## src/rtl/spi_pkg.sv

```systemverilog
// Shared SPI slave definitions: FSM encodings, default word width and idle/fill constants.
package spi_pkg;

  typedef enum logic [1:0] {
    ST_WAIT_IDLE = 2'd0,
    ST_IDLE      = 2'd1,
    ST_ACTIVE    = 2'd2
  } spi_state_t;

  localparam int unsigned SPI_DATA_W = 8;
  localparam logic        MISO_IDLE  = 1'b0;
  localparam logic [SPI_DATA_W-1:0] FILL_BYTE = 8'h00;

endpackage

```

## src/rtl/spi_sync.sv

```systemverilog
// Multi-stage synchroniser for one asynchronous input, resetting to a chosen idle level.
module spi_sync #(
  parameter int unsigned STAGES = 2
) (
  input  logic clk,
  input  logic rst,
  input  logic rst_val,
  input  logic d,
  output logic q
);

  logic [STAGES-1:0] chain;

  always_ff @(posedge clk) begin
    if (rst) begin
      chain <= {STAGES{rst_val}};
    end else begin
      chain <= {chain[STAGES-2:0], d};
    end
  end

  assign q = chain[STAGES-1];

endmodule

```

## src/rtl/spi_slave_rx.sv

```systemverilog
// SPI mode-0 slave byte engine: synchronised pins, MOSI deserialiser, one-entry MISO buffer.
// Optional SPI_SLAVE_RX_OVR_EN: keep the old byte on overrun and flag a sticky rx_overrun.
module spi_slave_rx
  import spi_pkg::*;
#(
  parameter int unsigned DATA_W      = SPI_DATA_W,
  parameter int unsigned SYNC_STAGES = 2
) (
  input  logic              clk,
  input  logic              rst,
  input  logic              sclk,
  input  logic              ss_n,
  input  logic              mosi,
  output logic              miso,
  output logic [DATA_W-1:0] rx_data,
  output logic              rx_valid,
  input  logic              rx_ready,
  input  logic [DATA_W-1:0] tx_data,
  input  logic              tx_valid,
  output logic              tx_ready,
  output logic              frame_active,
  output logic              frame_abort
`ifdef SPI_SLAVE_RX_OVR_EN
  , output logic            rx_overrun
`endif
);

  localparam int unsigned CNT_W = (DATA_W > 1) ? $clog2(DATA_W) : 1;
  localparam int unsigned SET_W = $clog2(SYNC_STAGES + 1);

  spi_state_t state, state_nx;

  logic sclk_s, ss_n_s, mosi_s;
  logic sclk_d, ss_n_d;
  logic sclk_rise, sclk_fall, ss_rise, ss_fall;
  logic settled;

  logic [SET_W-1:0]  settle_cnt;
  logic [CNT_W-1:0]  bit_cnt, bit_cnt_nx;
  logic              byte_done, byte_done_nx;
  logic [DATA_W-1:0] rx_shift, rx_shift_nx;
  logic [DATA_W-1:0] tx_shift, tx_shift_nx;
  logic [DATA_W-1:0] tx_buf, tx_buf_nx;
  logic              tx_ready_nx;
  logic [DATA_W-1:0] rx_data_nx;
  logic              rx_valid_nx;
  logic              abort_nx;
  logic              miso_nx;
  logic              load;
  logic              complete;
  logic [DATA_W-1:0] rx_byte;
`ifdef SPI_SLAVE_RX_OVR_EN
  logic              ovr_nx;
`endif

  spi_sync #(.STAGES(SYNC_STAGES)) u_sync_sclk (
    .clk(clk), .rst(rst), .rst_val(1'b0), .d(sclk), .q(sclk_s)
  );
  spi_sync #(.STAGES(SYNC_STAGES)) u_sync_ss (
    .clk(clk), .rst(rst), .rst_val(1'b1), .d(ss_n), .q(ss_n_s)
  );
  spi_sync #(.STAGES(SYNC_STAGES)) u_sync_mosi (
    .clk(clk), .rst(rst), .rst_val(1'b0), .d(mosi), .q(mosi_s)
  );

  assign sclk_rise = sclk_s & ~sclk_d;
  assign sclk_fall = ~sclk_s & sclk_d;
  assign ss_rise   = ss_n_s & ~ss_n_d;
  assign ss_fall   = ~ss_n_s & ss_n_d;
  // The synchronisers come out of reset at idle levels, so ss_n is only trusted once flushed.
  assign settled   = (settle_cnt == SET_W'(SYNC_STAGES));

  // State register
  always_ff @(posedge clk) begin
    if (rst) begin
      state <= ST_WAIT_IDLE;
    end else begin
      state <= state_nx;
    end
  end

  // Next-state logic
  always_comb begin
    state_nx = state;
    case (state)
      ST_WAIT_IDLE: if (settled && ss_n_s) state_nx = ST_IDLE;
      ST_IDLE:      if (ss_fall)           state_nx = ST_ACTIVE;
      ST_ACTIVE:    if (ss_rise)           state_nx = ST_IDLE;
      default:                             state_nx = ST_WAIT_IDLE;
    endcase
  end

  // Datapath and output next values
  always_comb begin
    bit_cnt_nx   = bit_cnt;
    byte_done_nx = byte_done;
    rx_shift_nx  = rx_shift;
    tx_shift_nx  = tx_shift;
    tx_buf_nx    = tx_buf;
    tx_ready_nx  = tx_ready;
    rx_data_nx   = rx_data;
    rx_valid_nx  = rx_valid;
    abort_nx     = 1'b0;
    load         = 1'b0;
    complete     = 1'b0;
    rx_byte      = {rx_shift[DATA_W-2:0], mosi_s};
`ifdef SPI_SLAVE_RX_OVR_EN
    ovr_nx       = rx_overrun;
`endif

    if (rx_valid && rx_ready) rx_valid_nx = 1'b0;

    if (state == ST_IDLE && ss_fall) begin
      bit_cnt_nx   = '0;
      byte_done_nx = 1'b0;
      rx_shift_nx  = '0;
      load         = 1'b1;
    end else if (state == ST_ACTIVE) begin
      if (ss_rise) begin
        abort_nx   = (bit_cnt != '0);
        bit_cnt_nx = '0;
      end else if (sclk_rise) begin
        rx_shift_nx = rx_byte;
        if (bit_cnt == CNT_W'(DATA_W - 1)) begin
          bit_cnt_nx   = '0;
          byte_done_nx = 1'b1;
          complete     = 1'b1;
        end else begin
          bit_cnt_nx = bit_cnt + CNT_W'(1);
        end
      end else if (sclk_fall) begin
        if (bit_cnt == '0 && byte_done) begin
          load = 1'b1;
        end else begin
          tx_shift_nx = {tx_shift[DATA_W-2:0], 1'b0};
        end
      end
    end

    // A load consumes the old buffer; a same-cycle write then refills it.
    if (load) begin
      tx_shift_nx = tx_ready ? DATA_W'(FILL_BYTE) : tx_buf;
      tx_ready_nx = 1'b1;
    end
    if (tx_valid && tx_ready) begin
      tx_buf_nx   = tx_data;
      tx_ready_nx = 1'b0;
    end

    if (complete) begin
      if (!rx_valid || rx_ready) begin
        rx_data_nx  = rx_byte;
        rx_valid_nx = 1'b1;
      end else begin
`ifdef SPI_SLAVE_RX_OVR_EN
        ovr_nx      = 1'b1;
`else
        rx_data_nx  = rx_byte;
        rx_valid_nx = 1'b1;
`endif
      end
    end

    miso_nx = (state_nx == ST_ACTIVE) ? tx_shift_nx[DATA_W-1] : MISO_IDLE;
  end

  // Datapath and output registers
  always_ff @(posedge clk) begin
    if (rst) begin
      sclk_d       <= 1'b0;
      ss_n_d       <= 1'b1;
      settle_cnt   <= '0;
      bit_cnt      <= '0;
      byte_done    <= 1'b0;
      rx_shift     <= '0;
      tx_shift     <= '0;
      tx_buf       <= '0;
      tx_ready     <= 1'b1;
      rx_data      <= '0;
      rx_valid     <= 1'b0;
      frame_abort  <= 1'b0;
      frame_active <= 1'b0;
      miso         <= MISO_IDLE;
`ifdef SPI_SLAVE_RX_OVR_EN
      rx_overrun   <= 1'b0;
`endif
    end else begin
      sclk_d       <= sclk_s;
      ss_n_d       <= ss_n_s;
      if (!settled) settle_cnt <= settle_cnt + SET_W'(1);
      bit_cnt      <= bit_cnt_nx;
      byte_done    <= byte_done_nx;
      rx_shift     <= rx_shift_nx;
      tx_shift     <= tx_shift_nx;
      tx_buf       <= tx_buf_nx;
      tx_ready     <= tx_ready_nx;
      rx_data      <= rx_data_nx;
      rx_valid     <= rx_valid_nx;
      frame_abort  <= abort_nx;
      frame_active <= (state_nx == ST_ACTIVE);
      miso         <= miso_nx;
`ifdef SPI_SLAVE_RX_OVR_EN
      rx_overrun   <= ovr_nx;
`endif
    end
  end

endmodule

```

## config.mk

```make
export PLATFORM = sky130hd
export DESIGN_NAME = spi_slave_rx
export DESIGN_NICKNAME = d
export VERILOG_FILES = /design/src/rtl/spi_pkg.sv /design/src/rtl/spi_sync.sv /design/src/rtl/spi_slave_rx.sv
export SDC_FILE = /design/constraint.sdc
export NUM_CORES = 1
export LEC_CHECK = 0
export CORE_UTILIZATION = 50
export CTS_CLUSTER_DIAMETER = 100
export DETAILED_ROUTE_END_ITERATION = 12
export PLACE_DENSITY = 0.77
export SLEW_MARGIN = 5
export SYNTH_ARGS = -nofsm -noshare
export SYNTH_HDL_FRONTEND = slang
export SYNTH_SLANG_ARGS = --single-unit
```

## constraint.sdc

```tcl
create_clock -name clk -period 2.6 [get_ports clk]
set_input_delay 0.52 -clock clk [delete_from_list [all_inputs] [get_ports clk]]
set_output_delay 0.52 -clock clk [all_outputs]
set_load 0.01 [all_outputs]
```

==> impl_metrics.xml, run 1 <==
<?xml version="1.0" encoding="UTF-8"?>
<metrics>
  <group name="timing">
    <metric name="grt_setup_unrepaired" unit="">no</metric>
    <metric name="timing.final.hold_violations" unit="">0</metric>
    <metric name="slew-limit-headroom" unit="%">57.0</metric>
    <metric name="finalMaxSlewViolations" unit="">0</metric>
    <metric name="post-route-period-util" unit="%">77.7</metric>
    <metric name="setup_viol" unit="">0</metric>
    <metric name="totalNegativeSetupSlack" unit="ps">0</metric>
    <metric name="max_freq" unit="MHz">495</metric>
    <metric name="fin_worst_skew" unit="ps">4.47</metric>
    <metric name="final.min_clock_period" unit="ps">2020</metric>
    <metric name="slew_at_the_pin_closest_to_its_max_slew_limit" unit="ps">643</metric>
  </group>
  <group name="synth">
    <metric name="yosys_warn_count" unit="">0</metric>
    <metric name="synth_top_area_share" unit="%">50.1</metric>
    <metric name="yosysTopAreaCell" unit="">dfxtp_1</metric>
    <metric name="synth-main-ff-cell" unit="">dfxtp_1</metric>
    <metric name="mapped_area" unit="sq um">2080</metric>
    <metric name="synth_area_per_cell" unit="sq um">9.50</metric>
    <metric name="synth.distinct_cells" unit="">37</metric>
    <metric name="synth.top_cells.by_area" unit="">dfxtp_1 50%, mux2i_1 7.2%, nand2_1 4.7%</metric>
    <metric name="yosys-top-cells-count" unit="">52 x dfxtp_1, 26 x nand2_1, 21 x nor2_1, 19 x a21oi_1, 15 x mux2i_1</metric>
    <metric name="synth_seq_cells" unit="">52</metric>
    <metric name="synth-edff-count" unit="">0</metric>
    <metric name="post-synth-top-count-cell" unit="">dfxtp_1</metric>
    <metric name="share_of_synthesized_registers_carrying_an_async_set_or_reset" unit="%">0</metric>
    <metric name="synthesis.nets" unit="">238</metric>
    <metric name="post_synth_inst_count" unit="">219</metric>
    <metric name="synth-seq-area-share" unit="%">50.1</metric>
  </group>
  <group name="finish">
    <metric name="final_layout_size_suffix_gt1_share" unit="%">7.76</metric>
    <metric name="final-seq-area" unit="sq um">1040</metric>
    <metric name="multi_input_area" unit="sq um">947</metric>
    <metric name="antennaDiodeCount" unit="">0</metric>
    <metric name="nFillCells" unit="">359</metric>
    <metric name="stdcell_count" unit="">295</metric>
    <metric name="finalNetCount" unit="">263</metric>
    <metric name="area.growth.synth_to_final" unit="%">18.5</metric>
  </group>
  <group name="place">
    <metric name="dpl.cell_count" unit="">287</metric>
    <metric name="place.gp.congestion" unit="">0.791</metric>
    <metric name="hpwlAfterDp" unit="um">2540</metric>
    <metric name="port_buffers" unit="">27</metric>
  </group>
  <group name="grt">
    <metric name="initial_antenna_violation_count" unit="">0</metric>
    <metric name="grt-busiest-layer" unit="">met2</metric>
    <metric name="first_pass_grt_wire_length" unit="um">6120</metric>
    <metric name="grt_start_max_net_pins" unit="">36</metric>
    <metric name="grtUsageTotal" unit="%">18.6</metric>
    <metric name="gr-total-overflow" unit="">0</metric>
    <metric name="vias_in_the_first_global_route" unit="">1336</metric>
    <metric name="global_route.usage.met3" unit="%">4.62</metric>
    <metric name="globalRouteMet2Util" unit="%">28.1</metric>
    <metric name="gr_util_met1" unit="%">24.5</metric>
  </group>
  <group name="clocking">
    <metric name="cts-buffers-inserted" unit="">5</metric>
    <metric name="cts_root_buf" unit="">clkbuf_8</metric>
    <metric name="clk_pin_slew_worst_paths" unit="ps">90</metric>
    <metric name="numClockSinks" unit="">52</metric>
    <metric name="clock_tree_from_tritoncts" unit="">built</metric>
    <metric name="cts_buffer_depth" unit="">2</metric>
    <metric name="cts_post_setup_buffers_inserted" unit="">0</metric>
    <metric name="cts.repair.resized" unit="">0</metric>
    <metric name="cts_hold_buffers" unit="">0</metric>
    <metric name="h_tree_depth" unit="">2</metric>
    <metric name="clock_insertion_delay_worst_skew" unit="ps">300</metric>
  </group>
  <group name="route">
    <metric name="via_per_inst" unit="">5.23</metric>
    <metric name="detailedRoute.firstIterationViolations" unit="">40</metric>
    <metric name="dr_total_vias" unit="">1542</metric>
    <metric name="drt-wirelength-per-cell" unit="um">12.4</metric>
    <metric name="route.antenna.remaining_nets" unit="">0</metric>
    <metric name="drcViolationCount" unit="">0</metric>
    <metric name="drt_pre_antenna_iters" unit="">4</metric>
    <metric name="drt-total-wl" unit="um">3660</metric>
  </group>
  <group name="status">
    <metric name="outcome" unit="">finished, final reports clean</metric>
  </group>
  <group name="min_path">
    <metric name="hold_class" unit="">register to register</metric>
  </group>
  <group name="critical_path">
    <metric name="cpLargestDelayFamily" unit="">buffers and inverters</metric>
    <metric name="register_to_register_setup_slack" unit="ps">800</metric>
    <metric name="required_time_of_the_worst_setup_path" unit="ps">2080</metric>
    <metric name="timing.critical_path.slowest_cell_delay" unit="ps">620</metric>
    <metric name="kind_of_start_point_of_the_critical_path" unit="">register</metric>
    <metric name="critical_path_buf_inv_count" unit="">1</metric>
    <metric name="timing.setup.critical_path_class" unit="">register to output pin</metric>
    <metric name="worstPathMaxFanout" unit="">14</metric>
    <metric name="critPathCaptureType" unit="">output pin</metric>
    <metric name="worst-endpoint-arrival" unit="ps">1500</metric>
    <metric name="timing.critical_path.slowest_stage_cell" unit="">clkdlybuf4s50_1</metric>
    <metric name="crit_chain" unit="">clkdlybuf4s50_1</metric>
  </group>
  <group name="die">
    <metric name="dieArea" unit="sq um">4420</metric>
    <metric name="dieHeight" unit="um">66.5</metric>
    <metric name="placementRows" unit="">23</metric>
    <metric name="io-pin-count" unit="">28</metric>
    <metric name="dieWidth" unit="um">66.5</metric>
    <metric name="initial_core_util" unit="%">52.0</metric>
    <metric name="fp.coreArea" unit="sq um">4000</metric>
  </group>
  <group name="power">
    <metric name="peakVddDrop" unit="mV">0.417</metric>
    <metric name="power.density_cell_area" unit="nW/um^2">608</metric>
    <metric name="leakagePower" unit="uW">0.000989</metric>
  </group>
  <group name="job">
    <metric name="max-cap-violations" unit="">0</metric>
  </group>
</metrics>
worst reg2reg max path, stage by stage, from the launching register on:
cell and delay, ps:
dfxtp_1 430, nand2b_1 280, nand4_1 560, mux2i_1 360
nor2_1 60
worst paths after layout:
check / from / to / cells after the start
setup / recovery: tx_ready$_SDFFE_PP1P_ / tx_ready / 1
hold / removal: u_sync_ss.chain[0]$_SDFF_PP1_ / u_sync_ss.chain[1]$_SDFF_PP1_ / 1
setup reg to reg: ss_n_d$_SDFF_PP1_ / rx_data[7]$_SDFFE_PP0P_ / 4
hold reg to reg: u_sync_ss.chain[0]$_SDFF_PP1_ / u_sync_ss.chain[1]$_SDFF_PP1_ / 1
power by group:
part	internal (uW)	switching [uW]
registers	835	31.2
clock network	216	250
logic	86.5	79.3
total	1140	360
per-layer routing:
metal,share of wire [%],wire length (um)
met5,0,0
met1,49,1810
met4,2.0,74
met3,2.7,99
met2,46,1670
kinds of logic (layout without fill, tap and decap cells):
family	count (synthesis)	after routing	synth area share, %
simple gates	92	92	23.2
flops	52	52	50.1
compound gates	35	35	12.3
buf+inv	20	46	4.39
mux	15	15	7.22
fa+ha+maj	4	4	2.41
xor+xnor	1	1	0.421
placed cells by master, fill, tap and decap left out, types with 6 or more instances in the layout:
cell type	netlist	final
clkdlybuf4s50_1	0	27
mux2i_1	15	15
nand2_1	26	26
nor2_1	21	21
clkbuf_8	0	6
nor3_1	6	6
nand3_1	8	8
nor2b_1	8	8
a21oi_1	19	19
a311oi_2	6	6
dfxtp_1	52	52
inv_1	9	9
cell type report:
cell class | instances | share of cell area [%]
clock buffer | 7 | 3.50
clock inverter | 1 | 0.305
inverter | 9 | 1.37
multi-input combinational | 147 | 38.4
sequential | 52 | 42.3
tap | 50 | 2.54
timing repair buffer | 29 | 11.6
sequential cells by signal, summed over array words and instances (netlist names), 2 cells and up:
| register | cells |
|---|---|
| tx_buf | 8 |
| u_sync_ss.chain | 2 |
| tx_shift | 8 |
| rx_shift | 7 |
| u_sync_mosi.chain | 2 |
| settle_cnt | 2 |
| rx_data | 8 |
| state | 2 |
| u_sync_sclk.chain | 2 |
| bit_cnt | 3 |
through the flow:
step	total power [uW]	utilization (%)	instance area, sq um	hold WS (ps)	setup slack [ps]
final	1500	61.6	2460	429	580
after detailed placement	1050	59.2	2370	413	784
after global routing	1570	61.6	2460	447	483
after global placement	1040	59.2	2370	386	787
after floorplan	1000	-	2080	383	1080
after CTS	1510	61.6	2460	434	563
No activity file was read; power rests on OpenSTA's default activity.
==> inputs of run 2 (changes only) <==
clock period = 2 ns   (was 2.6 ns; I/O delays follow)
==> impl_metrics.xml, run 2 (synthesized netlist as in run 1, its figures left out) <==
<?xml version="1.0" encoding="UTF-8"?>
<metrics>
  <group name="grt">
    <metric name="grt_start_max_net_pins" unit="">29</metric>
    <metric name="grtUsageTotal" unit="%">19.8</metric>
    <metric name="vias_in_the_first_global_route" unit="">1458</metric>
    <metric name="first_pass_grt_wire_length" unit="um">6540</metric>
    <metric name="initial_antenna_violation_count" unit="">0</metric>
    <metric name="gr-total-overflow" unit="">0</metric>
  </group>
  <group name="die">
    <metric name="placementRows" unit="">23</metric>
    <metric name="dieArea" unit="sq um">4420</metric>
    <metric name="io-pin-count" unit="">28</metric>
    <metric name="fp.coreArea" unit="sq um">4000</metric>
    <metric name="dieHeight" unit="um">66.5</metric>
    <metric name="dieWidth" unit="um">66.5</metric>
    <metric name="initial_core_util" unit="%">52.0</metric>
  </group>
  <group name="clocking">
    <metric name="cts.repair.resized" unit="">0</metric>
    <metric name="cts_hold_buffers" unit="">0</metric>
    <metric name="clk_pin_slew_worst_paths" unit="ps">90</metric>
    <metric name="h_tree_depth" unit="">2</metric>
    <metric name="numClockSinks" unit="">52</metric>
    <metric name="cts_root_buf" unit="">clkbuf_8</metric>
    <metric name="cts_post_setup_buffers_inserted" unit="">0</metric>
    <metric name="cts-buffers-inserted" unit="">5</metric>
    <metric name="clock_insertion_delay_worst_skew" unit="ps">300</metric>
    <metric name="clock_tree_from_tritoncts" unit="">built</metric>
    <metric name="cts_buffer_depth" unit="">2</metric>
  </group>
  <group name="place">
    <metric name="place.gp.congestion" unit="">0.878</metric>
    <metric name="hpwlAfterDp" unit="um">2810</metric>
    <metric name="pre_cts_ws" unit="ps">322</metric>
    <metric name="port_buffers" unit="">27</metric>
  </group>
  <group name="critical_path">
    <metric name="kind_of_start_point_of_the_critical_path" unit="">register</metric>
    <metric name="crit_chain" unit="">clkdlybuf4s50_1</metric>
    <metric name="worstPathMaxFanout" unit="">6</metric>
    <metric name="r2r.worst_path.cells" unit="">6</metric>
    <metric name="destination_of_the_worst_register_to_register_timing_path" unit="">tx_shift[1]$_SDFFE_PP0P_</metric>
    <metric name="critical_path_buf_inv_count" unit="">1</metric>
    <metric name="r2r-start" unit="">bit_cnt[0]$_SDFFE_PP0P_</metric>
    <metric name="worst-endpoint-arrival" unit="ps">1290</metric>
    <metric name="critPathCaptureType" unit="">output pin</metric>
    <metric name="timing.setup.critical_path_class" unit="">register to output pin</metric>
    <metric name="cpLargestDelayFamily" unit="">buffers and inverters</metric>
    <metric name="timing.critical_path.slowest_cell_delay" unit="ps">570</metric>
    <metric name="timing.critical_path.slowest_stage_cell" unit="">clkdlybuf4s50_1</metric>
    <metric name="register_to_register_setup_slack" unit="ps">350</metric>
    <metric name="required_time_of_the_worst_setup_path" unit="ps">1600</metric>
  </group>
  <group name="timing">
    <metric name="slew-limit-headroom" unit="%">67.1</metric>
    <metric name="post-route-period-util" unit="%">84.5</metric>
    <metric name="totalNegativeSetupSlack" unit="ps">0</metric>
    <metric name="max_freq" unit="MHz">592</metric>
    <metric name="finalMaxSlewViolations" unit="">0</metric>
    <metric name="timing.final.hold_violations" unit="">0</metric>
    <metric name="final.min_clock_period" unit="ps">1690</metric>
    <metric name="slew_at_the_pin_closest_to_its_max_slew_limit" unit="ps">489</metric>
    <metric name="grt_setup_unrepaired" unit="">no</metric>
    <metric name="setup_viol" unit="">0</metric>
    <metric name="postLayoutSetupSlackWorst" unit="ps">311</metric>
    <metric name="fin_worst_skew" unit="ps">5.84</metric>
  </group>
  <group name="min_path">
    <metric name="hold_class" unit="">register to register</metric>
    <metric name="hold_start" unit="">u_sync_ss.chain[0]$_SDFF_PP1_</metric>
    <metric name="worst_hold_path.num_cells" unit="">1</metric>
    <metric name="hold-path-endpoint" unit="">u_sync_ss.chain[1]$_SDFF_PP1_</metric>
  </group>
  <group name="route">
    <metric name="detailedRoute.firstIterationViolations" unit="">61</metric>
    <metric name="drcViolationCount" unit="">0</metric>
    <metric name="route.antenna.remaining_nets" unit="">0</metric>
    <metric name="drt_pre_antenna_iters" unit="">6</metric>
    <metric name="drt-wirelength-per-cell" unit="um">12.9</metric>
    <metric name="drt-total-wl" unit="um">3870</metric>
    <metric name="dr_total_vias" unit="">1556</metric>
    <metric name="via_per_inst" unit="">5.20</metric>
  </group>
  <group name="power">
    <metric name="leakagePower" unit="uW">0.00100</metric>
    <metric name="power.density_cell_area" unit="nW/um^2">782</metric>
    <metric name="p_total" unit="uW">1950</metric>
    <metric name="peakVddDrop" unit="mV">0.496</metric>
  </group>
  <group name="finish">
    <metric name="antennaDiodeCount" unit="">0</metric>
    <metric name="layout.cells.most_common_list" unit="">52 x dfxtp_1, 27 x clkdlybuf4s50_1, 26 x nand2_1</metric>
    <metric name="area.growth.synth_to_final" unit="%">19.7</metric>
    <metric name="final-seq-area" unit="sq um">1040</metric>
    <metric name="final_common_cell" unit="">dfxtp_1</metric>
    <metric name="final_layout_size_suffix_gt1_share" unit="%">9.24</metric>
    <metric name="finalNetCount" unit="">267</metric>
    <metric name="nFillCells" unit="">349</metric>
    <metric name="registers_with_the_highest_flip_flop_counts" unit="">rx_data (8), tx_buf (8), tx_shift (8)</metric>
    <metric name="multi_input_area" unit="sq um">947</metric>
    <metric name="final_util" unit="%">62.2</metric>
  </group>
  <group name="job">
    <metric name="max-cap-violations" unit="">0</metric>
  </group>
  <group name="status">
    <metric name="outcome" unit="">finished, final reports clean</metric>
  </group>
</metrics>
[run 2: cell count changes in the layout (fill, tap and decap cells not counted)]
cell / change
buf_4: +4
clkbuf_8: -1
clkinv_4: +1
[run 2: final cells by class]
type / count / area share (%)
inverters: 9 / 1.36
multi-input cells: 147 / 38.1
well taps: 50 / 2.51
repair buffers: 33 / 12.7
flip-flops and latches: 52 / 41.8
clock buffers: 6 / 2.92
clock inverters: 2 / 0.654
[run 2: per-layer routing]
metal	global-route usage, %	share of wire (%)
met1	24.4	46
met2	32.5	50
met3	4.11	1.9
met4	9.84	1.6
met5	0	0
[run 2: through the flow]
| step | hold WS (ps) | std cells | area [sq um] |
|---|---|---|---|
| global placement | 386 | 291 | 2400 |
| CTS | 412 | 299 | 2490 |
| global route | 434 | 299 | 2490 |
| finish | 414 | 299 | 2490 |
| floorplan | 383 | 219 | 2080 |
| detailed placement | 390 | 291 | 2400 |
[run 2: how the worst max path moves through the flow]
stage / slack [ps] / to / cells after the start / start
global route: 170 / tx_shift[1]$_SDFFE_PP0P_ / 6 / bit_cnt[0]$_SDFFE_PP0P_
global placement: 360 / tx_shift[7]$_SDFF_PP0_ / 4 / rst
detailed placement: 320 / tx_shift[7]$_SDFF_PP0_ / 4 / rst
CTS: 300 / tx_ready / 1 / tx_ready$_SDFFE_PP1P_
finish: 310 / tx_ready / 1 / tx_ready$_SDFFE_PP1P_
floorplan: 480 / tx_shift[5]$_SDFFE_PP0P_ / 6 / state[0]$_SDFF_PP0_
[run 2: power breakdown]
part / switching, uW / total [uW] / internal [uW]
sequential: 38.7 / 1120 / 1090
combinational: 113 / 230 / 117
clock: 342 / 591 / 249
==> inputs of run 3 (changes only) <==
clock period = 1.7 ns   (was 2 ns; I/O delays follow)
==> impl_metrics.xml, run 3 (synthesized netlist as in run 1, its figures left out) <==
<?xml version="1.0" encoding="UTF-8"?>
<metrics>
  <group name="die">
    <metric name="initial_core_util" unit="%">52.0</metric>
    <metric name="placementRows" unit="">23</metric>
    <metric name="fp.coreArea" unit="sq um">4000</metric>
    <metric name="dieArea" unit="sq um">4420</metric>
    <metric name="io-pin-count" unit="">28</metric>
    <metric name="dieWidth" unit="um">66.5</metric>
    <metric name="dieHeight" unit="um">66.5</metric>
  </group>
  <group name="clocking">
    <metric name="clk_pin_slew_worst_paths" unit="ps">90</metric>
    <metric name="cts_root_buf" unit="">clkbuf_8</metric>
    <metric name="h_tree_depth" unit="">2</metric>
    <metric name="clock_tree_from_tritoncts" unit="">built</metric>
    <metric name="numClockSinks" unit="">52</metric>
    <metric name="cts_post_setup_buffers_inserted" unit="">0</metric>
    <metric name="cts.repair.resized" unit="">0</metric>
    <metric name="cts-buffers-inserted" unit="">5</metric>
    <metric name="cts_buffer_depth" unit="">2</metric>
    <metric name="clock_insertion_delay_worst_skew" unit="ps">310</metric>
    <metric name="cts_hold_buffers" unit="">0</metric>
  </group>
  <group name="timing">
    <metric name="post-route-period-util" unit="%">94.3</metric>
    <metric name="max_freq" unit="MHz">624</metric>
    <metric name="timing.final.hold_violations" unit="">0</metric>
    <metric name="totalNegativeSetupSlack" unit="ps">0</metric>
    <metric name="setup_viol" unit="">0</metric>
    <metric name="final.min_clock_period" unit="ps">1600</metric>
    <metric name="finalMaxSlewViolations" unit="">0</metric>
    <metric name="fin_worst_skew" unit="ps">3.95</metric>
    <metric name="slew_at_the_pin_closest_to_its_max_slew_limit" unit="ps">375</metric>
    <metric name="grt_setup_unrepaired" unit="">no</metric>
    <metric name="slew-limit-headroom" unit="%">75.0</metric>
  </group>
  <group name="route">
    <metric name="total_length_of_routed_met2_wires" unit="um">1750</metric>
    <metric name="routed.top_layer" unit="">met4</metric>
    <metric name="route.antenna.remaining_nets" unit="">0</metric>
    <metric name="drt-total-wl" unit="um">3800</metric>
    <metric name="drt-wirelength-per-cell" unit="um">12.5</metric>
    <metric name="drcViolationCount" unit="">0</metric>
    <metric name="wl_met3" unit="um">121</metric>
    <metric name="detailedRoute.firstIterationViolations" unit="">55</metric>
    <metric name="drt_pre_antenna_iters" unit="">5</metric>
    <metric name="met1_length" unit="um">1830</metric>
    <metric name="dr_total_vias" unit="">1589</metric>
    <metric name="via_per_inst" unit="">5.24</metric>
  </group>
  <group name="grt">
    <metric name="first_pass_grt_wire_length" unit="um">6460</metric>
    <metric name="gr-total-overflow" unit="">0</metric>
    <metric name="grt_start_max_net_pins" unit="">30</metric>
    <metric name="initial_antenna_violation_count" unit="">0</metric>
    <metric name="vias_in_the_first_global_route" unit="">1429</metric>
    <metric name="grtUsageTotal" unit="%">19.4</metric>
  </group>
  <group name="power">
    <metric name="power.density_cell_area" unit="nW/um^2">906</metric>
    <metric name="peakVddDrop" unit="mV">0.541</metric>
    <metric name="leakagePower" unit="uW">0.00103</metric>
  </group>
  <group name="status">
    <metric name="outcome" unit="">finished, final reports clean</metric>
  </group>
  <group name="finish">
    <metric name="final_util" unit="%">63.2</metric>
    <metric name="final_common_cell" unit="">dfxtp_1</metric>
    <metric name="registers_with_the_highest_flip_flop_counts" unit="">rx_data (8), tx_buf (8), tx_shift (8)</metric>
    <metric name="antennaDiodeCount" unit="">0</metric>
    <metric name="nFillCells" unit="">352</metric>
    <metric name="area.growth.synth_to_final" unit="%">21.6</metric>
    <metric name="final_layout_size_suffix_gt1_share" unit="%">12.3</metric>
    <metric name="layout.cells.most_common_list" unit="">51 x dfxtp_1, 27 x clkdlybuf4s50_1, 26 x nand2_1</metric>
    <metric name="finalNetCount" unit="">271</metric>
  </group>
  <group name="job">
    <metric name="max-cap-violations" unit="">0</metric>
  </group>
  <group name="place">
    <metric name="hpwlAfterDp" unit="um">2650</metric>
    <metric name="place.gp.congestion" unit="">0.876</metric>
    <metric name="port_buffers" unit="">27</metric>
  </group>
  <group name="critical_path">
    <metric name="kind_of_start_point_of_the_critical_path" unit="">register</metric>
    <metric name="worstPathMaxFanout" unit="">6</metric>
    <metric name="timing.setup.critical_path_class" unit="">register to register</metric>
    <metric name="required_time_of_the_worst_setup_path" unit="ps">1920</metric>
    <metric name="critPathCaptureType" unit="">register</metric>
    <metric name="worst-endpoint-arrival" unit="ps">1820</metric>
  </group>
  <group name="min_path">
    <metric name="hold_class" unit="">register to register</metric>
  </group>
</metrics>
==> run 3: changes by cell type in the layout (fill, tap and decap cells not counted), sizes merged <==
cell | previous run | this run
buf | 6 | 10
==> run 3: critical path, stage by stage, from the launching register on <==
cell	delay, ps
dfxtp_1	380
inv_1	70
ha_1	210
nand3b_1	200
and3_2	290
nand2_1	90
a311oi_2	280
==> run 3: area by class of cell <==
cell class / count / area, sq um / area share (%)
multi-input cells: 147 / 956 / 37.8
repair buffers: 37 / 345 / 13.7
well taps: 50 / 62.6 / 2.47
clock inverters: 2 / 16.3 / 0.643
inverters: 9 / 33.8 / 1.34
flip-flops and latches: 52 / 1040 / 41.2
clock buffers: 6 / 72.6 / 2.87
==> run 3: metal layers <==
layer	up-vias	global-route usage [%]
met5	-	0
met2	35	31.1
li1	816	-
met3	12	4.11
met1	726	24.5
met4	0	9.84
==> run 3: metrics by stage <==
| stage | worst slack, ps | hold slack, ps | area [sq um] | total power, uW | std cells |
|---|---|---|---|---|---|
| 2_1_floorplan | 179 | 383 | 2080 | 1530 | 219 |
| 3_3_place_gp | 119 | 385 | 2430 | 1610 | 295 |
| 3_5_place_dp | 26.2 | 413 | 2430 | 1620 | 295 |
| 4_1_cts | 84.8 | 435 | 2520 | 2310 | 303 |
| 5_1_grt | 16.1 | 448 | 2530 | 2400 | 303 |
| 6_report | 97.2 | 433 | 2530 | 2290 | 303 |
==> run 3: final timing paths <==
path,start,end,slack (ps),depth (start not counted)
setup / recovery,bit_cnt[0]$_SDFFE_PP0P_,tx_shift[1]$_SDFFE_PP0P_,100,6
hold / removal,u_sync_ss.chain[0]$_SDFF_PP1_,u_sync_ss.chain[1]$_SDFF_PP1_,430,1
setup reg to reg,bit_cnt[0]$_SDFFE_PP0P_,tx_shift[1]$_SDFFE_PP0P_,100,6
hold reg to reg,u_sync_ss.chain[0]$_SDFF_PP1_,u_sync_ss.chain[1]$_SDFF_PP1_,430,1
==> run 3: power by group <==
group	internal (uW)	switching, uW
clock	293	407
combinational	141	130
sequential	1280	42.5
